`config.mk`:
```
export PLATFORM = sky130hd
export DESIGN_NAME = lc3x_seq_alu
export DESIGN_NICKNAME = d
export VERILOG_FILES = /design/src/rtl/lc3b_types.sv /design/src/rtl/lc3x_muldiv_iter.sv /design/src/rtl/lc3x_seq_alu.sv
export SDC_FILE = /design/constraint.sdc
export NUM_CORES = 1
export LEC_CHECK = 0
export ABC_AREA = 1
export BUFFER_PORTS_ARGS = -buffer_cell sky130_fd_sc_hd__buf_2
export CORE_MARGIN = 5
export CORE_UTILIZATION = 60
export DETAILED_ROUTE_END_ITERATION = 6
export PLACE_DENSITY = 0.78
export SKIP_LAST_GASP = 1
export SYNTH_ARGS = -nofsm -noshare
export SYNTH_HDL_FRONTEND = slang
export SYNTH_SLANG_ARGS = --single-unit
```
`constraint.sdc`:
```
create_clock -name clk -period 6.6 [get_ports clk]
set_input_delay 1.65 -clock clk [delete_from_list [all_inputs] [get_ports clk]]
set_output_delay 1.65 -clock clk [all_outputs]
set_load 0.01 [all_outputs]
```
`src/rtl/lc3b_types.sv`:
```
// Shared LC-3b/LC-3X type definitions: ALU opcode enum, machine word and
// the sequential ALU control states.
package lc3b_types;

    typedef logic [15:0] lc3b_word;

    // Encodings 16..31 are deliberately left undefined so bad_op can be exercised.
    typedef enum logic [4:0] {
        alu_add   = 5'd0,
        alu_sub   = 5'd1,
        alu_and   = 5'd2,
        alu_or    = 5'd3,
        alu_xor   = 5'd4,
        alu_xnor  = 5'd5,
        alu_nor   = 5'd6,
        alu_nand  = 5'd7,
        alu_not   = 5'd8,
        alu_passa = 5'd9,
        alu_passb = 5'd10,
        alu_sll   = 5'd11,
        alu_srl   = 5'd12,
        alu_sra   = 5'd13,
        alu_mult  = 5'd14,
        alu_div   = 5'd15
    } lc3b_aluop;

    typedef enum logic [1:0] {IDLE, MUL, DIV, DONE} lc3x_alu_state_t;

endpackage

```
`src/rtl/lc3x_muldiv_iter.sv`:
```
// Iterative unsigned multiplier (shift-add, LSB first) and restoring divider
// (MSB first); one step per cycle for WIDTH cycles after i_start.
module lc3x_muldiv_iter
    import lc3b_types::*;
#(
    parameter int WIDTH = 16,
    parameter int SHW   = $clog2(WIDTH)
) (
    input  logic             clk,
    input  logic             reset_n,
    input  logic             i_start,
    input  logic             i_is_div,
    input  logic [WIDTH-1:0] i_a,
    input  logic [WIDTH-1:0] i_b,
    output logic             o_done,
    output logic [WIDTH-1:0] o_result
);

    localparam logic [SHW:0] CNT_LAST = (SHW+1)'(WIDTH - 1);

    logic             r_busy;
    logic             r_is_div;
    logic [SHW:0]     r_cnt;
    logic [WIDTH-1:0] r_acc;
    logic [WIDTH-1:0] r_opa;
    logic [WIDTH-1:0] r_opb;
    logic [WIDTH-1:0] r_rem;
    logic [WIDTH-1:0] r_quo;

    logic [WIDTH-1:0] w_acc_nxt;
    logic [WIDTH:0]   w_rem_sh;
    logic [WIDTH:0]   w_trial;
    logic             w_ge;
    logic [WIDTH-1:0] w_rem_nxt;
    logic [WIDTH-1:0] w_quo_nxt;

    assign w_acc_nxt = r_acc + (r_opb[0] ? r_opa : '0);

    // Restoring step: a clear borrow bit means the shifted remainder covers the divisor.
    assign w_rem_sh  = {r_rem, r_quo[WIDTH-1]};
    assign w_trial   = w_rem_sh - {1'b0, r_opb};
    assign w_ge      = ~w_trial[WIDTH];
    assign w_rem_nxt = w_ge ? w_trial[WIDTH-1:0] : w_rem_sh[WIDTH-1:0];
    assign w_quo_nxt = {r_quo[WIDTH-2:0], w_ge};

    assign o_done   = r_busy & (r_cnt == CNT_LAST);
    assign o_result = r_is_div ? w_quo_nxt : w_acc_nxt;

    always_ff @(posedge clk or negedge reset_n) begin
        if (!reset_n) begin
            r_busy   <= 1'b0;
            r_is_div <= 1'b0;
            r_cnt    <= '0;
        end else if (i_start) begin
            r_busy   <= 1'b1;
            r_is_div <= i_is_div;
            r_cnt    <= '0;
        end else if (r_busy) begin
            r_cnt <= r_cnt + 1'b1;
            if (o_done) r_busy <= 1'b0;
        end
    end

    // Datapath registers carry no reset; r_busy gates every use of them.
    always_ff @(posedge clk) begin
        if (i_start) begin
            r_acc <= '0;
            r_opa <= i_a;
            r_opb <= i_b;
            r_rem <= '0;
            r_quo <= i_a;
        end else if (r_busy) begin
            if (r_is_div) begin
                r_rem <= w_rem_nxt;
                r_quo <= w_quo_nxt;
            end else begin
                r_acc <= w_acc_nxt;
                r_opa <= r_opa << 1;
                r_opb <= r_opb >> 1;
            end
        end
    end

endmodule

```
`src/rtl/lc3x_seq_alu.sv`:
```
// LC-3X execute-stage ALU with valid/ready handshakes: single-cycle ops
// finish in one cycle, mult/div iterate WIDTH cycles in lc3x_muldiv_iter.
module lc3x_seq_alu
    import lc3b_types::*;
#(
    parameter int WIDTH = 16,
    parameter int SHW   = $clog2(WIDTH)
) (
    input  logic             clk,
    input  logic             reset_n,
    input  logic             in_valid,
    output logic             in_ready,
    input  lc3b_aluop        aluop,
    input  logic [WIDTH-1:0] a,
    input  logic [WIDTH-1:0] b,
    output logic             out_valid,
    input  logic             out_ready,
    output logic [WIDTH-1:0] f,
    output logic             div_zero,
    output logic             bad_op
);

    lc3x_alu_state_t  r_state;
    logic [WIDTH-1:0] r_f;
    logic             r_div_zero;
    logic             r_bad_op;

    logic                    w_accept;
    logic                    w_start;
    logic                    w_b_zero;
    logic                    w_md_done;
    logic [WIDTH-1:0]        w_md_result;
    logic [WIDTH-1:0]        w_f1;
    logic                    w_bad;
    logic signed [WIDTH-1:0] w_a_s;
    logic [SHW-1:0]          w_sh;

    assign in_ready  = (r_state == IDLE) | ((r_state == DONE) & out_ready);
    assign w_accept  = in_valid & in_ready;
    assign w_b_zero  = (b == '0);
    assign w_start   = w_accept & ((aluop == alu_mult) | ((aluop == alu_div) & ~w_b_zero));
    assign out_valid = (r_state == DONE);
    assign f         = r_f;
    assign div_zero  = r_div_zero;
    assign bad_op    = r_bad_op;

    assign w_a_s = a;
    assign w_sh  = b[SHW-1:0];

    always_comb begin
        w_f1  = '0;
        w_bad = 1'b0;
        case (aluop)
            alu_add:   w_f1 = a + b;
            alu_sub:   w_f1 = a - b;
            alu_and:   w_f1 = a & b;
            alu_or:    w_f1 = a | b;
            alu_xor:   w_f1 = a ^ b;
            alu_xnor:  w_f1 = ~(a ^ b);
            alu_nor:   w_f1 = ~(a | b);
            alu_nand:  w_f1 = ~(a & b);
            alu_not:   w_f1 = ~a;
            alu_passa: w_f1 = a;
            alu_passb: w_f1 = b;
            alu_sll:   w_f1 = a << w_sh;
            alu_srl:   w_f1 = a >> w_sh;
            alu_sra:   w_f1 = w_a_s >>> w_sh;
            alu_mult,
            alu_div:   w_f1 = '0;
            default:   w_bad = 1'b1;
        endcase
    end

    lc3x_muldiv_iter #(
        .WIDTH (WIDTH),
        .SHW   (SHW)
    ) u_muldiv (
        .clk      (clk),
        .reset_n  (reset_n),
        .i_start  (w_start),
        .i_is_div (aluop == alu_div),
        .i_a      (a),
        .i_b      (b),
        .o_done   (w_md_done),
        .o_result (w_md_result)
    );

    // An accept always wins, which gives back-to-back issue from DONE.
    always_ff @(posedge clk or negedge reset_n) begin
        if (!reset_n) begin
            r_state    <= IDLE;
            r_f        <= '0;
            r_div_zero <= 1'b0;
            r_bad_op   <= 1'b0;
        end else if (w_accept) begin
            r_div_zero <= 1'b0;
            r_bad_op   <= 1'b0;
            if (aluop == alu_mult) begin
                r_state <= MUL;
            end else if (aluop == alu_div) begin
                if (w_b_zero) begin
                    r_state    <= DONE;
                    r_f        <= '1;
                    r_div_zero <= 1'b1;
                end else begin
                    r_state <= DIV;
                end
            end else begin
                r_state  <= DONE;
                r_f      <= w_f1;
                r_bad_op <= w_bad;
            end
        end else begin
            case (r_state)
                MUL, DIV: begin
                    if (w_md_done) begin
                        r_state <= DONE;
                        r_f     <= w_md_result;
                    end
                end
                DONE: begin
                    if (out_ready) r_state <= IDLE;
                end
                default: r_state <= IDLE;
            endcase
        end
    end

endmodule

```
After elaboration in Yosys (flattened, before gate mapping)
Index checks and enable logic that the tools add are counted.
{ "word_totals": {"reg_bits": 107, "inputBits": 41, "out_inout_bits": 20, "wordCells": 113} }
{ "classes": {"add_sub_neg": 5, "eq_ne": 24, "shift": 3, "n_mux": 37, "bitwise_logic": 17, "reduce_logical": 15} }
{ "ops": {"columns": ["cell", "n"], "rows": [
  ["16-bit 2-to-1 mux", 18],
  ["16-bit case mux with 14 select lines", 1],
  ["16-bit inverter", 4],
  ["5-bit by 4-bit == test with 1-bit output (second input constant)", 9],
  ["16-bit adder", 2],
  ["5-bit by 3-bit == test with 1-bit output (second input constant)", 4],
  ["17-bit by 16-bit subtractor with 17-bit output", 1],
  ["16-bit AND", 1],
  ["16-bit logical NOT", 1],
  ["16-bit OR", 1],
  ["16-bit OR reduction", 1],
  ["16-bit by 4-bit left shift with 16-bit output", 1],
  ["16-bit by 4-bit right shift with 16-bit output", 1],
  ["16-bit by 4-bit >>> shifter with 16-bit output", 1],
  ["16-bit subtractor", 1],
  ["16-bit XOR", 1],
  ["5-bit by 2-bit == test with 1-bit output (second input constant)", 2],
  ["1-bit 2-to-1 mux", 10],
  ["2-bit 2-to-1 mux", 5],
  ["5-bit 2-to-1 mux", 2],
  ["2-bit AND reduction", 5],
  ["2-bit nonzero test", 4],
  ["5-bit by 1-bit adder with 5-bit output (second input constant)", 1],
  ["1-bit AND", 5],
  ["other kinds (15)", 19]
]} }

Longest topological paths before layout
Gate-level depths: netlist of run 1.
{ "depth": {"word_depth": 7, "ltp_mapped": 25, "mapped_depth_nobuf": 23} }

By module
Synthesis of run 1 repeated with hierarchy kept, for this count alone.
{ "unflattened": {"hier_cells": 1934, "area_unflattened_um2": 11486.0} }
{ "by_module_without_submodules": {"columns": ["mod", "n_inst", "cells_per_inst", "area_per_inst_um2"], "rows": [
  ["lc3x_muldiv_iter", 1, 828, 5893.2],
  ["lc3x_seq_alu", 1, 1106, 5592.9]
]} }

Least setup slack after synthesis of run 1
Ideal clock, no wire load.
{ "synth_timing": {"path_type": "input to register", "from": "in b[1]", "to": "reg r_f[14] (netlist: f[14])", "setup_time_ns": 0.073, "arrival_time_ns": 4.060, "required_time_ns": 6.527, "slack_ns": 2.467, "stages": 22, "path_buffers": 1, "path_cell_list": "inv_1 -> clkbuf_1 -> ha_1 -> nand2_2 -> nor2_4 -> nand3_2 -> nand2_1 -> nand2_1 -> xor2_1 -> inv_1 -> ha_1 -> nand2_1 -> inv_1 -> a21oi_1 -> nor2_1 -> nor2_1 -> nand2_1 -> nand2_1 -> nand3_1 -> nand3_1 -> nand2_1 -> a21oi_2"} }
{ "synth_via": {"elab_chain_cells": 5, "word_cells_on_any_way": 12, "classes_between": "add/sub (2); eq/ne (1); shift (3); mux (4); reduce/logical (2)"} }
{ "synth_rtl": {"columns": ["element", "line_no", "source"], "rows": [
  ["from (decl)", "lc3x_seq_alu.sv:15", "input logic [WIDTH-1:0] b,"],
  ["16-bit subtractor, or another cell as far along", "lc3x_seq_alu.sv:55", "alu_sub: w_f1 = a - b;"],
  ["16-bit case mux with 14 select lines", "lc3x_seq_alu.sv:53", "case (aluop)"],
  ["16-bit 2-to-1 mux", "lc3x_seq_alu.sv:100", "end else if (aluop == alu_div) begin"],
  ["16-bit 2-to-1 mux", "lc3x_seq_alu.sv:98", "if (aluop == alu_mult) begin"],
  ["16-bit 2-to-1 mux", "lc3x_seq_alu.sv:95", "end else if (w_accept) begin"],
  ["to (signal assigned)", "lc3x_seq_alu.sv:110", "r_f <= w_f1;"],
  ["to (signal assigned)", "lc3x_seq_alu.sv:118", "r_f <= w_md_result;"],
  ["to (decl)", "lc3x_seq_alu.sv:24", "logic [WIDTH-1:0] r_f;"]
]} }
Several ways; a longest one is shown, not always the timed one. The select of a mux whose other input is x is not followed.
A chain may end at the register's enable or synchronous reset.

Worst setup path in the final report of run 1
{ "layout_timing": {"from": "in b[2]", "to": "reg r_f[7] (netlist: f[7])"} }
The elaborated chain is that of the path after synthesis.

==> results.md, run 1 <==
- Post-CTS Setup Repair Bufs: 0
- Die area: around 22000 µm²
- Total wire length: between 30 and 40 mm
- I/O Pins: around 60
- Routed len/inst: 18.51 µm
- Sw power: approximately 2.2 mW
- Syn nets: 1918
- Sw Ratio: ~49%
- First-pass GRT wire length: 59.44 mm
- CTS H-Tree Depth: 3
- Clock power frac: between 10% and 20%
- PnR worst setup slack: 1.896 ns
- Async SR Flop Fraction: about a quarter
- XOR/XNOR share of the synthesized area: under 10%
- P_leak: 6.132 nW
- Slowest cell on crit path: clkinv_2
- Most frequent CP cell: nand2_1
- Post-synthesis cell type count: 57
- Min-Delay Path Class: reg -> reg
- Clock-pin slew on the worst setup and hold paths: around 0.08 ns
- Synthesis Warnings: 0
- Routed vias/inst: slightly below 6
- Inserted Clock Buffers: 9
- Fmax: around 0.21 GHz
- Min cycle time layout: between 4 and 5 ns
- Die H: between 100 and 150 µm
- Overflow after GRT: 0
- DRC violations left: 0
- Synth Area per Inst: around 6.3 µm²
- Number of nets in the layout: 1935
- Pwr dens: about 380 nW/µm²
- Max-cap violations: 0
- EDFF count, synth: 48
- Run status: complete, no violations
- Area Overhead vs Synth: 5.273%
- Post-cts sizing count: 0
- Post-CTS Hold Buffers: 0
- CP Data Required Time: slightly below 7 ns
- Logic pwr share: 59.3%
- Initial core utilization: between 60 and 70%
- Clock Path Buffers: 2
- Dpl hpwl: 28.83 mm
- Placer Congestion: roughly 1.0
- Register area share after synthesis: about a quarter
- # port buffers: 60
- Mux cell area share after synthesis: 0%
- Most common cell in the synthesized netlist: nand2_1
- Share of the synthesized area in the top cell type: a little under a fifth
- Setup Total Neg Slack: 0 ns
- Layout cells sized above 1: between 7 and 8%
- Final worst path period share: 71.28%
- CTS tree: built
- Final Hold Viols: 0
- Post-route ant nets: 0
- Synth Flop Type: edfxtp_1
- RSZ-0062 raised after global routing: false
- Skew-Pair Late Insertion Delay: between 0.3 and 0.4 ns
- Place WS: between 1.5 and 2 ns
- Vias: 12080
- Core area: between 15000 and 20000 µm²
- Initial antenna violation count: 2
- Relative slew slack: between 20 and 30%
- # clock sinks: about 110
- Clock root cell: clkbuf_16
- Startpoint class of the critical path: primary input
- Worst Skew: 0.01386 ns
- Worst Tran Pin Value: approximately 1.1 ns
- Crit-path max FO: 27
- Int Power: ~2.3 mW
- Tot GR Track Use: about a third
- 1st-iter DRT viols: around 1400
- Largest cells by area after synthesis: nand2_1, edfxtp_1, ha_1, nand3_1, inv_1
- Synthesized-area fraction occupied by adder cells: 9.878%
- Synth cell count leaders: nand2_1, inv_1, nand3_1
- Syn Inst Count: 1790
- Worst path max stage delay: around 0.5 ns
- Arr. time, crit path: 4.95 ns
- Largest family of logic cells by synthesized area: simple AND/OR/NAND/NOR gates
- Peak VDD IR: ~0.00017 V
- Worst Setup End Kind: register
- Sequential Power Share: 28.1%
- WS Path Type: in -> reg
- # rows: 50
- Yosys reg bits: roughly 110
- Final Max Slew Viols: 0
- DR pass1 iterations: 6
- Vias in the first global route: between 10000 and 15000
- Area share of and/or/nand/nor cells after synthesis: 38.21%
- Synth Area in Compound Gates: 13.88%
- Largest net degree at the start of global routing: between 70 and 80
- Die width: 146.9 µm
- Post-Syn Area: approximately 11000 µm²
- Area leader, netlist: nand2_1
- Critical Path, Cell by Cell: buf_2, clkinv_2, nand2_2, nor2_4, nand3_2, nand2_1, xor2_1, inv_1, ha_1, nand2_1, inv_1, a21oi_1, nand2_1, or2_2, nand3_1, nand3_1, nand2_1, a21boi_1
- Final setup vio count: 0
layout make-up:
class / instances / area (µm²)
clock buffer: 11 / 254.0
timing repair buffer: 66 / 345.3
antenna: 1 / 2.502
tap: 234 / 292.8
fill: 1876 / 6739
inverter: 236 / 895.9
multi-input combinational: 1387 / 7242
clock inverter: 5 / 51.30
sequential: 107 / 2758
cells by family after synthesis:
kind of cell / Yosys count
DFF: 107
AOI/OAI and AO/OA: 284
adders and majority gates: 87
xor gates and xnor gates: 31
buffers and inverters: 296
and+or+nand+nor: 985
cells in the final DEF (no fill, tap or decap), types with 7 or more instances in the layout:
cell,n
xor2_1,23
inv_2,8
nor2_4,8
nand2_2,9
o211ai_1,10
o22ai_1,9
ha_1,84
xnor2_1,8
nor2_2,9
o21ai_1,12
o21ai_0,129
nand3b_1,8
clkbuf_16,10
nand3_1,191
inv_1,223
nor2_1,128
and2_1,7
a21boi_1,8
dfxtp_1,32
nand4_1,22
edfxtp_1,48
buf_2,60
nand2_1,575
dfrtp_1,27
a21oi_1,87
stage by stage:
step	cells	util (%)	total power, mW	cell area, µm²	hold slack (ns)
finish	2047	63.73	4.496	11840	0.4758
global route	2047	63.73	4.891	11840	0.5027
CTS	2046	63.72	4.466	11840	0.4788
detailed placement	2030	62.07	3.882	11530	0.4696
global placement	2030	62.07	3.824	11530	0.4591
floorplan	1790	-	3.212	11250	0.4422
sequential cells by signal, summed over array words and instances, names as in the netlist:
signal	flops
u_muldiv.r_is_div	1
f	16
u_muldiv.r_cnt	5
div_zero	1
bad_op	1
r_state	2
u_muldiv.r_busy	1
u_muldiv.r_opa	16
u_muldiv.r_acc	16
u_muldiv.r_quo	16
u_muldiv.r_rem	16
u_muldiv.r_opb	16
worst paths after layout:
check	start	end	slack, ns	cells past startpoint
max in group asynchronous	reset_n	f[1]	4.84	1
max reg2reg	r_state[0]	u_muldiv.r_rem[12]	3.37	14
min in group asynchronous	reset_n	u_muldiv.r_cnt[4]	1.31	1
max	b[2]	f[7]	1.90	18
min reg2reg	u_muldiv.r_rem[11]	u_muldiv.r_rem[11]	0.48	2
min	u_muldiv.r_rem[11]	u_muldiv.r_rem[11]	0.48	2
power groups by stage:
stage          sequential [mW]  combinational (mW)  clock (mW)
6_report                  1.26                2.67       0.567
5_1_grt                   1.30                3.00       0.593
4_1_cts                   1.26                2.63       0.574
3_5_place_dp              1.27                2.61           0
3_3_place_gp              1.26                2.56           0
2_1_floorplan             1.22                1.99           0
worst max-delay path, delay by kind of cell:
family / cells / cell delay, ns
compound gates: 2 / 0.20
xor+xnor: 1 / 0.20
fa+ha+maj: 1 / 0.33
buf+inv: 4 / 1.11
simple gates: 10 / 1.41
per-layer routing:
metal | GRT usage, % | up-vias | wire (µm)
met3 | 5.336 | 130 | 3361
met1 | 47.61 | 5464 | 16090
met4 | 18.69 | 0 | 2260
met5 | 0 | - | 0
li1 | - | 5869 | -
met2 | 51.69 | 612 | 16170
No activity file was read; power rests on OpenSTA's default activity.
==> run 2, diff against run 1 <==
--- a/config.mk
+++ b/config.mk
@@ -5,10 +5,10 @@
 export SDC_FILE = /design/constraint.sdc
 export NUM_CORES = 1
 export LEC_CHECK = 0
-export ABC_AREA = 1
+export ABC_AREA = 0
 export BUFFER_PORTS_ARGS = -buffer_cell sky130_fd_sc_hd__buf_2
 export CORE_MARGIN = 5
-export CORE_UTILIZATION = 60
+export CORE_UTILIZATION = 57
 export DETAILED_ROUTE_END_ITERATION = 6
 export PLACE_DENSITY = 0.78
 export SKIP_LAST_GASP = 1
==> constraint.sdc (replaced) <==
create_clock -name clk -period 4.3 [get_ports clk]
set_input_delay 1.075 -clock clk [delete_from_list [all_inputs] [get_ports clk]]
set_output_delay 1.075 -clock clk [all_outputs]
set_load 0.01 [all_outputs]
==> run 2 against run 1 <==
Effect of this change: final cell count is 18% lower; clock skew is 0.0014 ns higher; largest cell class unchanged; clock power is 50% higher; critical endpoint is now f[8].
==> results.md, run 2 <==
- 1st-iter DRT viols: 1277 (was 1409)
- Syn nets: 1499 (was 1918)
- Post-cts sizing count: 0 (unchanged)
- Clock-pin slew on the worst setup and hold paths: 0.08 ns (about the same)
- Final worst path period share: 94.10%
- CP startpoint: b[3] (was b[2])
- Async SR Flop Fraction: 25.23% (unchanged)
- Vias in the first global route: 10120 (was 11020)
- Post-CTS Hold Buffers: 0 (unchanged)
- # port buffers: 60 (unchanged)
- I/O Pins: 61 (unchanged)
- Share of the synthesized area in the top cell type: 13.43% (was 19.19%)
- Number of nets in the layout: 1564 (was 1935)
- Core area: 18640 µm² (was 18580 µm²)
- Max-cap violations: 0 (unchanged)
- Most common cell in the synthesized netlist: nand2_1 (unchanged)
- DRC violations left: 0 (unchanged)
- Min-Delay Path Class: reg -> reg (unchanged)
- Worst Tran Pin Value: 1.077 ns (was 1.112 ns)
- Peak VDD IR: 0.0003532 V (was 0.0001651 V)
- # rows: 50 (unchanged)
- Setup Total Neg Slack: 0 ns (unchanged)
- Placer Congestion: 1.027 (was 1.032)
- First-pass GRT wire length: 55.88 mm (was 59.44 mm)
- Total wire length: 35.89 mm (was 37.89 mm)
- Most frequent cells in the layout: nand2_1, nor2_1, a21oi_1 (was nand2_1, inv_1, nand3_1)
- Relative slew slack: 28.17% (was 25.56%)
- Routed len/inst: 21.42 µm (was 18.51 µm)
- Tot Pwr: 7.684 mW (was 4.496 mW)
- Worst Setup End Kind: register (unchanged)
- WS Path Type: in -> reg (unchanged)
- Final Hold Viols: 0 (unchanged)
- Pwr dens: 646.9 nW/µm² (was 379.7 nW/µm²)
- CP Data Required Time: 4.58 ns (was 6.85 ns)
- FF-to-FF Start: u_muldiv.r_opb[0] (was r_state[0])
- Clock root cell: clkbuf_16 (unchanged)
- Hold path start: u_muldiv.r_acc[9] (was u_muldiv.r_rem[11])
- Final Max Slew Viols: 0 (unchanged)
- Min cycle time layout: 4.046 ns
- Register area share after synthesis: 25.70% (was 24.52%)
- Post-route ant nets: 0 (unchanged)
- Synth Flop Type: edfxtp_1 (unchanged)
- Area Overhead vs Synth: 10.72% (was 5.273%)
- Most common cell after layout, fill and taps aside: nand2_1 (unchanged)
- Syn Inst Count: 1371 (was 1790)
- Overflow after GRT: 0 (unchanged)
- Largest net degree at the start of global routing: 65 (was 72)
- Run status: complete, no violations (unchanged)
- P_leak: 5.127 nW (was 6.132 nW)
- Arr. time, crit path: 4.32 ns (was 4.95 ns)
- # clock sinks: 107 (unchanged)
- Initial antenna violation count: 2 (unchanged)
- Initial core utilization: 57.55% (was 60.54%)
- Tot GR Track Use: 32.35% (was 34.41%)
- Dpl hpwl: 27.33 mm (was 28.83 mm)
- Clock Path Buffers: 2 (unchanged)
- Area leader, netlist: edfxtp_1 (was nand2_1)
- Skew-Pair Late Insertion Delay: 0.36 ns (about the same)
- Synthesis Warnings: 0 (unchanged)
- DR pass1 iterations: 5 (was 6)
- Die width: 147.2 µm (was 146.9 µm)
- Startpoint class of the critical path: primary input (unchanged)
- Fmax: 0.2471 GHz
- Die area: 21670 µm² (was 21590 µm²)
- Crit-path max FO: 3 (was 27)
- # diodes: 0 (was 1)
- Post-Syn Area: 10730 µm² (was 11250 µm²)
- Final setup vio count: 0 (unchanged)
- EDFF count, synth: 48 (unchanged)
- Final core occ: 63.72% (was 63.73%)
- Layout cells sized above 1: 14.02% (was 7.947%)
- Vias: 10990 (was 12080)
- Worst Skew: 0.01524 ns (was 0.01386 ns)
- Placed cells: 1659 (was 2030)
- Die H: 147.2 µm (was 146.9 µm)
- Inserted Clock Buffers: 9 (unchanged)
- Post-synthesis cell type count: 85 (was 57)
- Post-CTS Setup Repair Bufs: 0 (unchanged)
- Yosys reg bits: 107 (unchanged)
- Routed vias/inst: 6.559 (was 5.899)
- CTS H-Tree Depth: 3 (unchanged)
- Largest cells by area after synthesis: edfxtp_1, ha_1, nand2_1, dfrtp_1, dfxtp_1 (was nand2_1, edfxtp_1, ha_1, nand3_1, inv_1)
- RSZ-0062 raised after global routing: false (unchanged)
- Fin cells: 1675 (was 2047)
- Synth cell count leaders: nand2_1, nor2_1, a21oi_1 (was nand2_1, inv_1, nand3_1)
- Synth Area per Inst: 7.826 µm² (was 6.284 µm²)
- CTS tree: built (unchanged)
[run 2: final timing paths]
| check | to | slack, ns | cells past startpoint |
|---|---|---|---|
| worst min register to register | u_muldiv.r_acc[9] | 0.47 | 2 |
| worst max register to register | f[14] | 0.98 | 12 |
| worst min-delay path | u_muldiv.r_acc[9] | 0.47 | 2 |
| max in group asynchronous | f[15] | 3.14 | 1 |
| worst max-delay path | f[8] | 0.25 | 15 |
| min in group asynchronous | f[13] | 0.74 | 1 |
[run 2: critical path, cell delays in order]
cell     delay (ns)
buf_2          0.11
or4_4          0.57
nor2_4         0.12
nand2_1        0.10
nand2_1        0.11
xnor2_1        0.06
ha_1           0.20
nor4_1         0.31
o21ai_0        0.30
buf_4          0.22
and3_1         0.18
nor3_1         0.43
buf_4          0.19
o21ai_0        0.10
a41oi_1        0.24
[run 2: cells by family after synthesis]
| group | synth area share [%] |
|---|---|
| flops | 25.70 |
| simple gates | 22.03 |
| compound gates | 23.53 |
| fa+ha+maj | 10.36 |
| xor+xnor | 4.000 |
| buf+inv | 5.633 |
| mux | 8.746 |
[run 2: through the flow]
stage	hold slack (ns)	cell area (µm²)	setup WS (ns)
2_1_floorplan	0.4362	10740	0.01963
3_3_place_gp	0.4448	11570	0.01820
3_5_place_dp	0.4535	11570	-0.07074
4_1_cts	0.4702	11880	0.2796
5_1_grt	0.4868	11880	0.06783
6_report	0.4669	11880	0.2537
[run 2: layer usage]
layer / track usage (%) / routed length, µm / vias to the layer above
met5: 0 / 12 / -
met3: 4.195 / 3509 / 117
met1: 43.88 / 14310 / 5128
met4: 16.54 / 1987 / 2
met2: 50.83 / 16070 / 623
li1: - / - / 5116
[run 2: where the power goes]
part           leakage, nW  total, mW  internal (mW)  switching [mW]
registers             1.06       2.09           1.70           0.395
clock network        0.151      0.852          0.421           0.431
logic                 3.92       4.74           1.95            2.79
total                 5.13       7.68           4.07            3.62
[run 2: layout make-up]
| cell class | count | area [µm²] |
|---|---|---|
| Sequential cell | 107 | 2758 |
| Timing Repair Buffer | 136 | 883.3 |
| Inverter | 67 | 251.5 |
| Clock inverter | 7 | 86.33 |
| Multi-Input combinational cell | 1115 | 7382 |
| Clock buffer | 9 | 225.2 |
| Tap cell | 234 | 292.8 |
| Fill cell | 1673 | 6764 |
